===== config.mk =====
export PLATFORM = sky130hd
export DESIGN_NAME = rgb_pwm_fader_flat
export DESIGN_NICKNAME = d
export VERILOG_FILES = /design/src/rtl/rgb_fade_pkg.sv /design/src/rtl/rgb_pwm_fader_if.sv /design/src/rtl/fade_channel.sv /design/src/rtl/rgb_pwm_fader.sv /design/src/flat_wrapper.sv
export SDC_FILE = /design/constraint.sdc
export NUM_CORES = 1
export LEC_CHECK = 0
export CAP_MARGIN = 20
export CELL_PAD_IN_SITES_DETAIL_PLACEMENT = 1
export CELL_PAD_IN_SITES_GLOBAL_PLACEMENT = 1
export CORE_MARGIN = 3
export CORE_UTILIZATION = 55
export CTS_BUF_LIST = sky130_fd_sc_hd__clkbuf_8
export CTS_CLUSTER_DIAMETER = 100
export CTS_CLUSTER_SIZE = 14
export DETAILED_ROUTE_END_ITERATION = 10
export PLACE_DENSITY = 0.95
export SYNTH_ARGS = -nofsm -noshare
export SYNTH_HDL_FRONTEND = slang
export SYNTH_SLANG_ARGS = --single-unit

===== constraint.sdc =====
create_clock -name clk -period 5.5 [get_ports clk]
set_clock_uncertainty 0.15 [all_clocks]
set_input_delay 0.55 -clock clk [delete_from_list [all_inputs] [get_ports clk]]
set_output_delay 0.55 -clock clk [all_outputs]
set_load 0.05 [all_outputs]

===== src/rtl/rgb_fade_pkg.sv =====
// Shared constants and types for the RGB PWM fader: channel indices,
// per-channel ramp state and default timing parameters.
package rgb_fade_pkg;

  localparam int CH_R   = 0;
  localparam int CH_G   = 1;
  localparam int CH_B   = 2;
  localparam int NUM_CH = 3;

  localparam int DEF_PWM_BITS         = 8;
  localparam int DEF_FADE_STEP_CYCLES = 78_125;

  typedef enum logic [1:0] {
    ST_OFF,
    ST_RISING,
    ST_ON,
    ST_FALLING
  } ch_state_e;

endpackage


===== src/rtl/rgb_pwm_fader_if.sv =====
// Sequencer-side levels and LED pad drives of the RGB PWM fader.
interface rgb_pwm_fader_if;

  logic led_r_in;
  logic led_g_in;
  logic led_b_in;
  logic enable;
  logic pwm_r;
  logic pwm_g;
  logic pwm_b;
  logic fade_busy;

  modport master (
    output led_r_in, led_g_in, led_b_in, enable,
    input  pwm_r, pwm_g, pwm_b, fade_busy
  );

  modport slave (
    input  led_r_in, led_g_in, led_b_in, enable,
    output pwm_r, pwm_g, pwm_b, fade_busy
  );

endinterface


===== src/rtl/fade_channel.sv =====
// One colour channel: registered request, duty ramp toward 0 or MAX_DUTY,
// PWM compare against the shared counter and a registered pad driver.
//   state      | meaning
//   ST_OFF     | duty == 0 and target == 0
//   ST_RISING  | duty < target, +1 per enabled fade step
//   ST_ON      | duty == target == MAX_DUTY
//   ST_FALLING | duty > target, -1 per enabled fade step
module fade_channel
  import rgb_fade_pkg::*;
#(
  parameter int PWM_BITS   = DEF_PWM_BITS,
  parameter int MAX_DUTY   = (1 << PWM_BITS) - 1,
  parameter bit ACTIVE_LOW = 1'b1
) (
  input  logic                clk,
  input  logic                rst,
  input  logic                led_in,
  input  logic                enable,
  input  logic                step,
  input  logic [PWM_BITS-1:0] pwm_cnt,
  output logic                pad,
  output logic                busy
);

  localparam logic [PWM_BITS-1:0] TOP_DUTY = PWM_BITS'(MAX_DUTY);

  logic                in_q;
  logic [PWM_BITS-1:0] duty;
  logic [PWM_BITS-1:0] duty_nxt;
  logic [PWM_BITS-1:0] target;
  ch_state_e           state;
  logic                lit;

  assign target = in_q ? TOP_DUTY : '0;

  always_ff @(posedge clk or posedge rst) begin
    if (rst) begin
      in_q <= 1'b0;
      duty <= '0;
      pad  <= ACTIVE_LOW;
    end else begin
      if (enable) begin
        in_q <= led_in;
      end
      duty <= duty_nxt;
      pad  <= (enable & lit) ^ ACTIVE_LOW;
    end
  end

  // Reversal needs no extra handling: the direction is re-derived from the
  // current duty every cycle, so a flipped target just turns the ramp around.
  always_comb begin
    if (duty < target) begin
      state = ST_RISING;
    end else if (duty > target) begin
      state = ST_FALLING;
    end else if (duty == '0) begin
      state = ST_OFF;
    end else begin
      state = ST_ON;
    end

    duty_nxt = duty;
    if (step && enable) begin
      case (state)
        ST_RISING:  duty_nxt = duty + PWM_BITS'(1);
        ST_FALLING: duty_nxt = duty - PWM_BITS'(1);
        default:    duty_nxt = duty;
      endcase
    end
  end

  always_comb begin
    lit  = duty > pwm_cnt;
    busy = (state == ST_RISING) || (state == ST_FALLING);
  end

endmodule


===== src/rtl/rgb_pwm_fader.sv =====
// RGB LED cross-fader: shared PWM counter and fade-step prescaler feeding
// three independent fade channels, plus the registered fade_busy flag.
module rgb_pwm_fader
  import rgb_fade_pkg::*;
#(
  parameter int PWM_BITS         = DEF_PWM_BITS,
  parameter int FADE_STEP_CYCLES = DEF_FADE_STEP_CYCLES,
  parameter int MAX_DUTY         = (1 << PWM_BITS) - 1,
  parameter bit ACTIVE_LOW       = 1'b1
) (
  input  logic            clk,
  input  logic            rst,
  rgb_pwm_fader_if.slave  bus
);

  localparam int PRE_W = (FADE_STEP_CYCLES > 1) ? $clog2(FADE_STEP_CYCLES) : 1;
  // Period is 2^PWM_BITS-1 so that full-scale duty is lit every cycle.
  localparam logic [PWM_BITS-1:0] CNT_LAST = PWM_BITS'((1 << PWM_BITS) - 2);
  localparam logic [PRE_W-1:0]    PRE_LAST = PRE_W'(FADE_STEP_CYCLES - 1);

  logic [PWM_BITS-1:0] pwm_cnt;
  logic [PRE_W-1:0]    prescaler;
  logic                step;
  logic [NUM_CH-1:0]   led_in;
  logic [NUM_CH-1:0]   pad;
  logic [NUM_CH-1:0]   busy;
  logic                fade_busy_q;

  assign step = (prescaler == PRE_LAST);

  always_ff @(posedge clk or posedge rst) begin
    if (rst) begin
      pwm_cnt     <= '0;
      prescaler   <= '0;
      fade_busy_q <= 1'b0;
    end else begin
      pwm_cnt     <= (pwm_cnt == CNT_LAST) ? '0 : pwm_cnt + PWM_BITS'(1);
      prescaler   <= step ? '0 : prescaler + PRE_W'(1);
      fade_busy_q <= |busy;
    end
  end

  assign led_in[CH_R] = bus.led_r_in;
  assign led_in[CH_G] = bus.led_g_in;
  assign led_in[CH_B] = bus.led_b_in;

  for (genvar ch = 0; ch < NUM_CH; ch++) begin : g_ch
    fade_channel #(
      .PWM_BITS   (PWM_BITS),
      .MAX_DUTY   (MAX_DUTY),
      .ACTIVE_LOW (ACTIVE_LOW)
    ) u_ch (
      .clk     (clk),
      .rst     (rst),
      .led_in  (led_in[ch]),
      .enable  (bus.enable),
      .step    (step),
      .pwm_cnt (pwm_cnt),
      .pad     (pad[ch]),
      .busy    (busy[ch])
    );
  end

  assign bus.pwm_r     = pad[CH_R];
  assign bus.pwm_g     = pad[CH_G];
  assign bus.pwm_b     = pad[CH_B];
  assign bus.fade_busy = fade_busy_q;

endmodule


===== src/flat_wrapper.sv =====
// flat-port wrapper written by rule: the top's interface ports become plain ports
module rgb_pwm_fader_flat import rgb_fade_pkg::*;
#(
  parameter int PWM_BITS         = DEF_PWM_BITS,
  parameter int FADE_STEP_CYCLES = DEF_FADE_STEP_CYCLES,
  parameter int MAX_DUTY         = (1 << PWM_BITS) - 1,
  parameter bit ACTIVE_LOW       = 1'b1
)
  (clk, rst, bus_led_r_in, bus_led_g_in, bus_led_b_in, bus_enable, bus_pwm_r, bus_pwm_g, bus_pwm_b, bus_fade_busy);
  rgb_pwm_fader_if bus_i ();
  input  logic clk;
  input  logic rst;
  input wire logic [$bits(bus_i.led_r_in)-1:0] bus_led_r_in;
  input wire logic [$bits(bus_i.led_g_in)-1:0] bus_led_g_in;
  input wire logic [$bits(bus_i.led_b_in)-1:0] bus_led_b_in;
  input wire logic [$bits(bus_i.enable)-1:0] bus_enable;
  output wire logic [$bits(bus_i.pwm_r)-1:0] bus_pwm_r;
  output wire logic [$bits(bus_i.pwm_g)-1:0] bus_pwm_g;
  output wire logic [$bits(bus_i.pwm_b)-1:0] bus_pwm_b;
  output wire logic [$bits(bus_i.fade_busy)-1:0] bus_fade_busy;
  assign bus_i.led_r_in = bus_led_r_in;
  assign bus_i.led_g_in = bus_led_g_in;
  assign bus_i.led_b_in = bus_led_b_in;
  assign bus_i.enable = bus_enable;
  assign bus_pwm_r = bus_i.pwm_r;
  assign bus_pwm_g = bus_i.pwm_g;
  assign bus_pwm_b = bus_i.pwm_b;
  assign bus_fade_busy = bus_i.fade_busy;
  rgb_pwm_fader #(.PWM_BITS(PWM_BITS), .FADE_STEP_CYCLES(FADE_STEP_CYCLES), .MAX_DUTY(MAX_DUTY), .ACTIVE_LOW(ACTIVE_LOW)) u_core (.clk(clk), .rst(rst), .bus(bus_i));
endmodule

==> results.yml, run 1 <==
cts:
  cts_hold_buffers: 0
  cts_max_path_buffers: 2
  clk-insertion-delay-late_ns: 0.32
  htree_levels: 2
  numCtsBuffers: 5
  cts_tree: "done"
  clkSinkCount: 56
  post_cts_buffers: 0
  clk_pin_slew_worst_paths_ns: 0.10
  clockRootBuffer: "clkbuf_8"
  post_cts_resized: 0
route:
  drc: 0
  drtPass1Iterations: 4
  via_count: 3367
  avgRoutedWirePerCell_um: 21.1
  antenna_left: 0
  viasPerCell: 6.25
  drtIter0Drc: 112
  wirelength_mm: 11.4
global_route:
  grt_use_total: 0.277
  grt_most_used_layer: "met2"
  grt_pass1_vias: 3788
  grt_util_met1: 0.329
  grt_antenna_before_repair: 0
  grt_pass1_wl_mm: 19.1
  grt_util_met3: 0.0401
  grt_util_met2: 0.493
  grt_overflow: 0
  grt_max_degree: 57
setup_path:
  r2r_slack_ns: 1.56
  cpMostUsedCell: "o21ai_0"
  path_class: "flip-flop to flip-flop"
  crit_start: "u_core.g_ch[0].u_ch.in_q"
  worstPathMaxFanout: 8
  timing.rr.start: "u_core.g_ch[0].u_ch.in_q"
  crit_chain: "inv_1, ha_1, a21oi_1, o21ai_0, o21ai_0, inv_1, ha_1, nor2b_1, o21ai_0, a21boi_0, o21a_1, or3_1, a31o_1"
  r2r_cells: 13
  critPathLaunchType: "flip-flop"
  crit_slowest_cell: "dfrtp_1"
  worst_r2r_endpoint: "u_core.g_ch[0].u_ch.duty[6]"
  worst_ep_arrival_time_ns: 4.01
  slowest_delay_ns: 0.41
  critical_path.endpoint: "u_core.g_ch[0].u_ch.duty[6]"
  cp_data_required_time_ns: 5.57
  end_kind: "flip-flop"
floorplan:
  die_w_um: 93.8
  start_util: 0.575
  io_pins: 10
  core_area_mm2: 0.00737
  rows: 31
  fp.dieH_um: 93.8
  die-area_mm2: 0.00879
finish:
  area_delta_synth_final_pct: 6.73
  multiInputGateArea_mm2: 0.00269
  layout_commonest_cell: "ha_1"
  fin_util: 0.614
  seq_area_mm2: 0.00141
  diodes: 0
  drive_gt1_frac: 0.0318
  final_net_count: 518
  fill_cells: 838
  final_cell_mix: "ha_1, dfrtp_1, inv_1, nor2_1, o21ai_0"
placement:
  routabilityCongestion: 0.889
  dpl.hpwl_mm: 8.67
  numPortBuffers: 9
sta:
  tns_ns: 0
  rsz0062_at_grt: "no"
  setup-violations-final: 0
  maxSlewViolCount: 0
  timing.max_slew.rel_slack: 0.456
  fin_crit_ns: 3.94
  min_period_over_period: 0.716
  hold_violations: 0
  timing.fmax_ghz: 0.254
  worst_pin_slew_ns: 0.809
synthesis:
  yosysWarnings: 0
  ys_ff_latch: 56
  synthesis.area_mm2: 0.00424
  yosysSeqAreaShare: 0.332
  synth_area_leaders: "dfrtp_1, ha_1, xnor2_1"
  synth_top_area_share: 0.313
  synth_edf_count: 0
  synth.distinct_cells: 38
  syn_inst: 427
  synth-async-reset-ratio: 1.00
  yosys.area.top_type: "dfrtp_1"
  syn_nets: 506
  synthFlopType: "dfrtp_1"
  syn_avg_cell_area_um2: 9.92
power:
  power.density_mw_per_mm2: 162
  vdd_drop_max_uv: 104
  cellLeakagePower_nw: 2.43
run_status:
  status: "complete, no violations"
min_path:
  hold_depth: 1
  worstHoldPathType: "flip-flop to flip-flop"
flow_run:
  drv_cap: 0
-- metrics by stage --
step,hold slack (ns),worst slack (ns),instance area (um^2),cells,total power [W]
final,0.365,1.56,4520,539,0.000733
after global routing,0.405,1.27,4520,539,0.000762
after CTS,0.370,1.60,4520,539,0.000734
after detailed placement,0.359,1.64,4430,531,0.000495
after global placement,0.336,2.00,4430,531,0.000487
after floorplan,0.306,2.19,4240,427,0.000472
-- sequential cells by signal, indices dropped and copies added, names as in the netlist --
name and flops:
u_core.g_ch.u_ch.duty 24, u_core.pwm_cnt 8, u_core.bus.fade_busy 1, u_core.g_ch.u_ch.in_q 3
u_core.g_ch.u_ch.pad 3, u_core.prescaler 17
-- how the worst min path moves through the flow --
stage	from	to	slack, ns
after floorplan	u_core.prescaler[14]	u_core.prescaler[14]	0.31
after global placement	u_core.prescaler[15]	u_core.prescaler[15]	0.34
after detailed placement	u_core.prescaler[9]	u_core.prescaler[9]	0.36
after CTS	u_core.prescaler[9]	u_core.prescaler[9]	0.37
after global routing	u_core.prescaler[9]	u_core.prescaler[9]	0.41
final	u_core.prescaler[9]	u_core.prescaler[9]	0.36
-- cells in the mapped netlist, drive strengths merged (2+ instances only) --
cell	count
o31ai	3
a21o	12
o21ai	24
a21oi	23
ha	70
mux2	12
nor2b	13
nor3	2
o22a	2
fa	3
a2111o	3
nand3	16
dfstp	3
a31o	3
dfrtp	53
nand4	13
a21boi	3
a211o	6
and3	8
clkbuf	2
a211oi	3
nand2b	3
o211a	6
xnor2	23
nand2	14
inv	31
buf	3
o21a	8
nor2	28
mux2i	3
or3	6
xor2	11
o211ai	9
-- kinds of logic (layout without fill, tap and decap cells) --
family | count (synthesis) | in the layout | synth area share
and+or+nand+nor | 107 | 107 | 0.134
AOI/OAI and AO/OA | 106 | 106 | 0.170
adders and majority gates | 73 | 73 | 0.221
DFF | 56 | 56 | 0.332
buffers and inverters | 36 | 49 | 0.0345
xor gates and xnor gates | 34 | 34 | 0.0703
muxes | 15 | 15 | 0.0390
-- layer usage --
| metal | part of all wire | vias to the layer above |
|---|---|---|
| met3 | 0.031 | 38 |
| met2 | 0.51 | 74 |
| li1 | - | 1582 |
| met1 | 0.42 | 1673 |
| met5 | 0 | - |
| met4 | 0.039 | 0 |
-- critical path, delay by kind of cell, from the launching register on --
| kind | cells | cell delay, ns |
|---|---|---|
| buf+inv | 2 | 0.45 |
| compound gates | 7 | 1.69 |
| fa+ha+maj | 2 | 0.70 |
| simple gates | 2 | 0.45 |
| flops | 1 | 0.41 |
-- power breakdown --
group,internal (W),total (W),switching (W)
clock network,0.000101,0.000246,0.000144
logic,0.0000267,0.0000725,0.0000459
registers,0.000414,0.000415,0.00000126
-- area by class of cell --
| type | count | share of cell area |
|---|---|---|
| multi-input cells | 335 | 0.594 |
| flip-flops and latches | 56 | 0.311 |
| well taps | 99 | 0.0274 |
| inverters | 31 | 0.0257 |
| repair buffers | 10 | 0.0216 |
| clock buffers | 6 | 0.0183 |
| clock inverters | 2 | 0.00249 |
Power figures use the tool's default switching activity.
==> inputs of run 2 (changes only) <==
--- a/config.mk
+++ b/config.mk
@@ -9,12 +9,12 @@
 export CELL_PAD_IN_SITES_DETAIL_PLACEMENT = 1
 export CELL_PAD_IN_SITES_GLOBAL_PLACEMENT = 1
 export CORE_MARGIN = 3
-export CORE_UTILIZATION = 55
+export CORE_UTILIZATION = 51
 export CTS_BUF_LIST = sky130_fd_sc_hd__clkbuf_8
 export CTS_CLUSTER_DIAMETER = 100
 export CTS_CLUSTER_SIZE = 14
 export DETAILED_ROUTE_END_ITERATION = 10
-export PLACE_DENSITY = 0.95
+export PLACE_DENSITY = 0.92
 export SYNTH_ARGS = -nofsm -noshare
 export SYNTH_HDL_FRONTEND = slang
 export SYNTH_SLANG_ARGS = --single-unit
==> constraint.sdc (replaced) <==
create_clock -name clk -period 4 [get_ports clk]
set_clock_uncertainty 0.15 [all_clocks]
set_input_delay 0.4 -clock clk [delete_from_list [all_inputs] [get_ports clk]]
set_output_delay 0.4 -clock clk [all_outputs]
set_load 0.05 [all_outputs]
==> run 2 against run 1 <==
Wire length down 9.4%. Via count down 2.6%. Die area up 7.3%. Critical endpoint unchanged. Final area up 0.53%. Power up 42%. Register-to-register slack worse by 1.3 ns.
==> results.yml, run 2 (synthesis results as in run 1) <==
run_status:
  status: "complete, no violations"
setup_path:
  path_class: "flip-flop to flip-flop"
  worst_ep_arrival_time_ns: 3.80
  crit_slowest_cell: "dfrtp_1"
  crit_chain: "inv_1, ha_1, nor2b_1, o211ai_1, a21oi_1, o21ai_0, inv_1, ha_1, nor2b_1, o21ai_0, a21boi_0, o21a_1, or3_1, a31o_1"
  slowest_delay_ns: 0.40
  critPathLaunchType: "flip-flop"
  worstPathMaxFanout: 8
  cp_data_required_time_ns: 4.06
  end_kind: "flip-flop"
route:
  drtPass1Iterations: 4
  via_count: 3279
  drc: 0
  avgRoutedWirePerCell_um: 18.9
  drtIter0Drc: 64
  wirelength_mm: 10.3
  viasPerCell: 6.04
  antenna_left: 0
finish:
  fin_cells: 543
  final_area_mm2: 0.00455
  final_net_count: 519
  fill_cells: 897
  layout_commonest_cell: "ha_1"
  largestRegisters: "u_core.g_ch.u_ch.duty x24, u_core.prescaler x17, u_core.pwm_cnt x8"
  largest_register_ff_count: 24
  drive_gt1_frac: 0.0317
  area_delta_synth_final_pct: 7.29
  top_register: "u_core.g_ch.u_ch.duty"
  final_cell_mix: "ha_1, dfrtp_1, inv_1, nor2_1"
  multiInputGateArea_mm2: 0.00269
  diodes: 0
  seq_area_mm2: 0.00141
  fin_util: 0.576
power:
  power.density_mw_per_mm2: 229
  cellLeakagePower_nw: 2.45
  vdd_drop_max_uv: 134
sta:
  worst_pin_slew_ns: 0.732
  hold_violations: 0
  layout_setup_ws_ns: 0.261
  fin_crit_ns: 3.74
  tns_ns: 0
  timing.max_slew.rel_slack: 0.511
  rsz0062_at_grt: "no"
  timing.fmax_ghz: 0.267
  maxSlewViolCount: 0
  setup-violations-final: 0
  min_period_over_period: 0.935
cts:
  clk_pin_slew_worst_paths_ns: 0.10
  cts_tree: "done"
  clockRootBuffer: "clkbuf_8"
  post_cts_buffers: 0
  cts_max_path_buffers: 2
  htree_levels: 2
  clk-insertion-delay-late_ns: 0.32
  numCtsBuffers: 5
  clkSinkCount: 56
min_path:
  worstHoldPathType: "flip-flop to flip-flop"
placement:
  numPortBuffers: 9
  dpl_cell_area_mm2: 0.00444
  dpl.hpwl_mm: 7.78
  dp_slack_ns: 0.284
  routabilityCongestion: 0.864
  dpl.cell_count: 535
flow_run:
  drv_cap: 0
global_route:
  grt_pass1_wl_mm: 18.0
  grt_use_total: 0.230
  grt_pass1_vias: 3746
  grt_overflow: 0
  grt_max_degree: 34
  grt_antenna_before_repair: 0
floorplan:
  core_area_mm2: 0.00789
  die_w_um: 97.2
  io_pins: 10
  fp.dieH_um: 97.2
  start_util: 0.537
  rows: 32
  die-area_mm2: 0.00944
-- run 2: repair_timing --
item / in CTS / in global routing
hold buffers: 0 / 0
gates resized for setup: 0 / 2
endpoints found under the setup margin: 0 / 2
-- run 2: through the flow --
step,power [W],hold WS (ns)
after floorplan,0.000650,0.306
after global placement,0.000669,0.334
after detailed placement,0.000677,0.341
after CTS,0.00105,0.355
after global routing,0.00109,0.366
final,0.00104,0.354
-- run 2: final cells by class --
cell class	instances	share of cell area
multi-input cells	335	0.591
flip-flops and latches	56	0.309
well taps	102	0.0281
inverters	31	0.0256
repair buffers	11	0.0231
clock buffers	5	0.0151
clock inverters	3	0.00826
-- run 2: layer usage --
layer	wire length, um	vias to the layer above	global-route usage
met1	4630	1639	0.279
met3	207	15	0.0359
met4	147	0	0.0659
met2	5300	39	0.418
li1	-	1586	-
met5	0	-	0
-- run 2: where the power goes --
group	switching, W	internal [W]	total [W]
combinational	0.0000596	0.0000360	0.0000956
clock	0.000192	0.000183	0.000375
sequential	0.00000149	0.000569	0.000570
total	0.000253	0.000788	0.00104
-- run 2: worst max-delay path, delay by kind of cell, from the launching register on --
family | cells | cell delay [ns]
AO/OA/AOI/OAI | 7 | 1.41
buffers and inverters | 2 | 0.39
AND/OR/NAND/NOR | 3 | 0.62
flip-flops | 1 | 0.40
adder cells (fa/ha/maj) | 2 | 0.66
-- run 2: final timing paths --
path                                     startpoint                     endpoint  slack (ns)  cells after the start
max reg2reg                u_core.g_ch[0].u_ch.in_q  u_core.g_ch[0].u_ch.duty[6]        0.26                     14
min                             u_core.prescaler[9]          u_core.prescaler[9]        0.35                      1
min in group asynchronous                       rst         u_core.prescaler[14]        0.38                      2
max in group asynchronous                       rst      u_core.g_ch[1].u_ch.pad        2.48                      3
max                        u_core.g_ch[0].u_ch.in_q  u_core.g_ch[0].u_ch.duty[6]        0.26                     14
min reg2reg                     u_core.prescaler[9]          u_core.prescaler[9]        0.35                      1
==> inputs of run 3 (changes only) <==
--- a/config.mk
+++ b/config.mk
@@ -9,12 +9,13 @@
 export CELL_PAD_IN_SITES_DETAIL_PLACEMENT = 1
 export CELL_PAD_IN_SITES_GLOBAL_PLACEMENT = 1
 export CORE_MARGIN = 3
-export CORE_UTILIZATION = 51
+export CORE_UTILIZATION = 46
 export CTS_BUF_LIST = sky130_fd_sc_hd__clkbuf_8
 export CTS_CLUSTER_DIAMETER = 100
 export CTS_CLUSTER_SIZE = 14
 export DETAILED_ROUTE_END_ITERATION = 10
-export PLACE_DENSITY = 0.92
+export PLACE_DENSITY = 0.88
+export REMOVE_ABC_BUFFERS = 1
 export SYNTH_ARGS = -nofsm -noshare
 export SYNTH_HDL_FRONTEND = slang
 export SYNTH_SLANG_ARGS = --single-unit
==> constraint.sdc (replaced) <==
create_clock -name clk -period 3.3 [get_ports clk]
set_clock_uncertainty 0.15 [all_clocks]
set_input_delay 0.33 -clock clk [delete_from_list [all_inputs] [get_ports clk]]
set_output_delay 0.33 -clock clk [all_outputs]
set_load 0.05 [all_outputs]
==> run 3 against run 2 <==
Sequential share of layout area down 4.0 points. The flow now finishes with violations (negative setup slack). Setup slack worse by 0.27 ns. Combinational power grew 90%. Highest routed layer unchanged.
==> results.yml, run 3 (synthesis results as in run 1) <==
run_status:
  status: "finished, violations left"
  violations: "negative setup slack"
sta:
  fin_crit_ns: 3.31
  setup-violations-final: 1
  maxSlewViolCount: 0
  min_period_over_period: 1.00
  timing.fmax_ghz: 0.302
  layout_setup_ws_ns: -0.00918
  hold_slack_ns: 0.171
  hold_violations: 0
  timing.max_slew.rel_slack: 0.598
  worst_pin_slew_ns: 0.601
finish:
  largestRegisters: "u_core.g_ch.u_ch.duty x24, u_core.prescaler x17, u_core.pwm_cnt x8"
  largest_register_ff_count: 24
  layout_commonest_cell: "dfrtp_1"
  seq_area_mm2: 0.00141
  diodes: 0
  drive_gt1_frac: 0.219
  multiInputGateArea_mm2: 0.00296
  fin_util: 0.590
  area_delta_synth_final_pct: 23.1
  final_cell_mix: "dfrtp_1, ha_1, buf_4, nor2_1, xnor2_1"
  final_net_count: 571
  top_register: "u_core.g_ch.u_ch.duty"
  fill_cells: 977
route:
  drtIter0Drc: 116
  wirelength_mm: 12.6
  avgRoutedWirePerCell_um: 21.0
  drc: 0
  via_count: 3610
  drtPass1Iterations: 4
  viasPerCell: 6.01
  antenna_left: 0
setup_path:
  worst_ep_arrival_time_ns: 3.41
  cp_num_buf_inv: 4
  critPathLaunchType: "flip-flop"
  timing.rr.start: "u_core.g_ch[2].u_ch.in_q"
  crit_chain: "buf_4, buf_4, ha_1, nor2b_1, o211ai_1, a21oi_2, o21ai_2, inv_2, buf_6, ha_4, a2111o_1, o22a_1, a211o_1, nand3_1, xnor2_1"
  end_kind: "flip-flop"
  slowest_delay_ns: 0.41
  crit_start: "u_core.g_ch[2].u_ch.in_q"
  worstPathMaxFanout: 4
  path_class: "flip-flop to flip-flop"
  crit_slowest_cell: "dfrtp_1"
  cp_data_required_time_ns: 3.40
  crit_family: "compound AO/OA/AOI/OAI gates"
  cpMostUsedCell: "buf_4"
placement:
  dpl.hpwl_mm: 8.99
  routabilityCongestion: 0.879
  dp_slack_ns: -0.168
  numPortBuffers: 9
cts:
  numCtsBuffers: 5
  clockRootBuffer: "clkbuf_8"
  cts_max_path_buffers: 2
  htree_levels: 2
  cts_tree: "done"
  clk_pin_slew_worst_paths_ns: 0.12
  clk-insertion-delay-late_ns: 0.32
  clkSinkCount: 56
power:
  cellLeakagePower_nw: 2.66
  power.density_mw_per_mm2: 246
  vdd_drop_max_uv: 305
global_route:
  grt_pass1_vias: 4087
  grt_overflow: 0
  grt_max_degree: 22
  grt_antenna_before_repair: 0
  grt_pass1_wl_mm: 20.2
  grt_use_total: 0.247
floorplan:
  start_util: 0.479
  fp.dieH_um: 102
  die_w_um: 102
  die-area_mm2: 0.0104
  rows: 34
  core_area_mm2: 0.00885
  io_pins: 10
min_path:
  worstHoldPathType: "input port to asynchronous set/reset pin"
flow_run:
  drv_cap: 0
run 3: power breakdown:
part / total (W) / internal (W) / switching [W]
sequential: 0.000692 / 0.000689 / 0.00000245
combinational: 0.000182 / 0.0000829 / 0.0000990
clock: 0.000412 / 0.000153 / 0.000259
total: 0.00129 / 0.000926 / 0.000360
run 3: area by class of cell:
class	count	share of cell area
Timing Repair Buffer	63	0.0978
Clock buffer	5	0.0132
Multi-Input combinational cell	335	0.567
Sequential cell	56	0.269
Inverter	31	0.0223
Tap cell	108	0.0259
Clock inverter	3	0.00432
run 3: per-layer routing:
layer | vias to the layer above | part of all wire | GRT usage
li1 | 1694 | - | -
met1 | 1819 | 0.42 | 0.286
met2 | 76 | 0.54 | 0.464
met3 | 21 | 0.025 | 0.0355
met4 | 0 | 0.020 | 0.0827
met5 | - | 0 | 0
run 3: metrics by stage:
stage                       TNS, ns  instance area (um^2)  instances  power [W]
after floorplan             -0.0249                  4210        422   0.000786
after CTS                         0                  4930        594    0.00126
after global routing         -0.577                  5220        601    0.00134
after global placement    -0.000353                  4740        580   0.000831
after detailed placement     -0.812                  4740        580   0.000844
final                      -0.00918                  5220        601    0.00129
run 3: repair_timing:
action / 4_1_cts / 5_1_grt
gates resized for setup: 19 / 37
cloned: 0 / 0
setup endpoints to repair: 9 / 11
endpoints found under the hold margin: 0 / 0
pin swaps: 8 / 21
hold buffers: 0 / 0
buffers inserted: 6 / 7
run 3: worst paths after layout:
check	end	slack, ns	depth (start not counted)
min in group clk	u_core.prescaler[15]	0.37	1
setup / recovery	u_core.g_ch[2].u_ch.duty[7]	-0.009	15
setup reg to reg	u_core.g_ch[2].u_ch.duty[7]	-0.009	15
hold reg to reg	u_core.prescaler[15]	0.37	1
hold / removal	u_core.pwm_cnt[4]	0.17	2
max in group asynchronous	u_core.g_ch[2].u_ch.pad	2.14	3
run 3: worst reg2reg max path: cells and delay by family, from the launching register on:
family	cells	cell delay, ns
simple gates	2	0.32
fa+ha+maj	2	0.40
compound gates	6	1.33
flops	1	0.41
xor+xnor	1	0.12
buf+inv	4	0.51
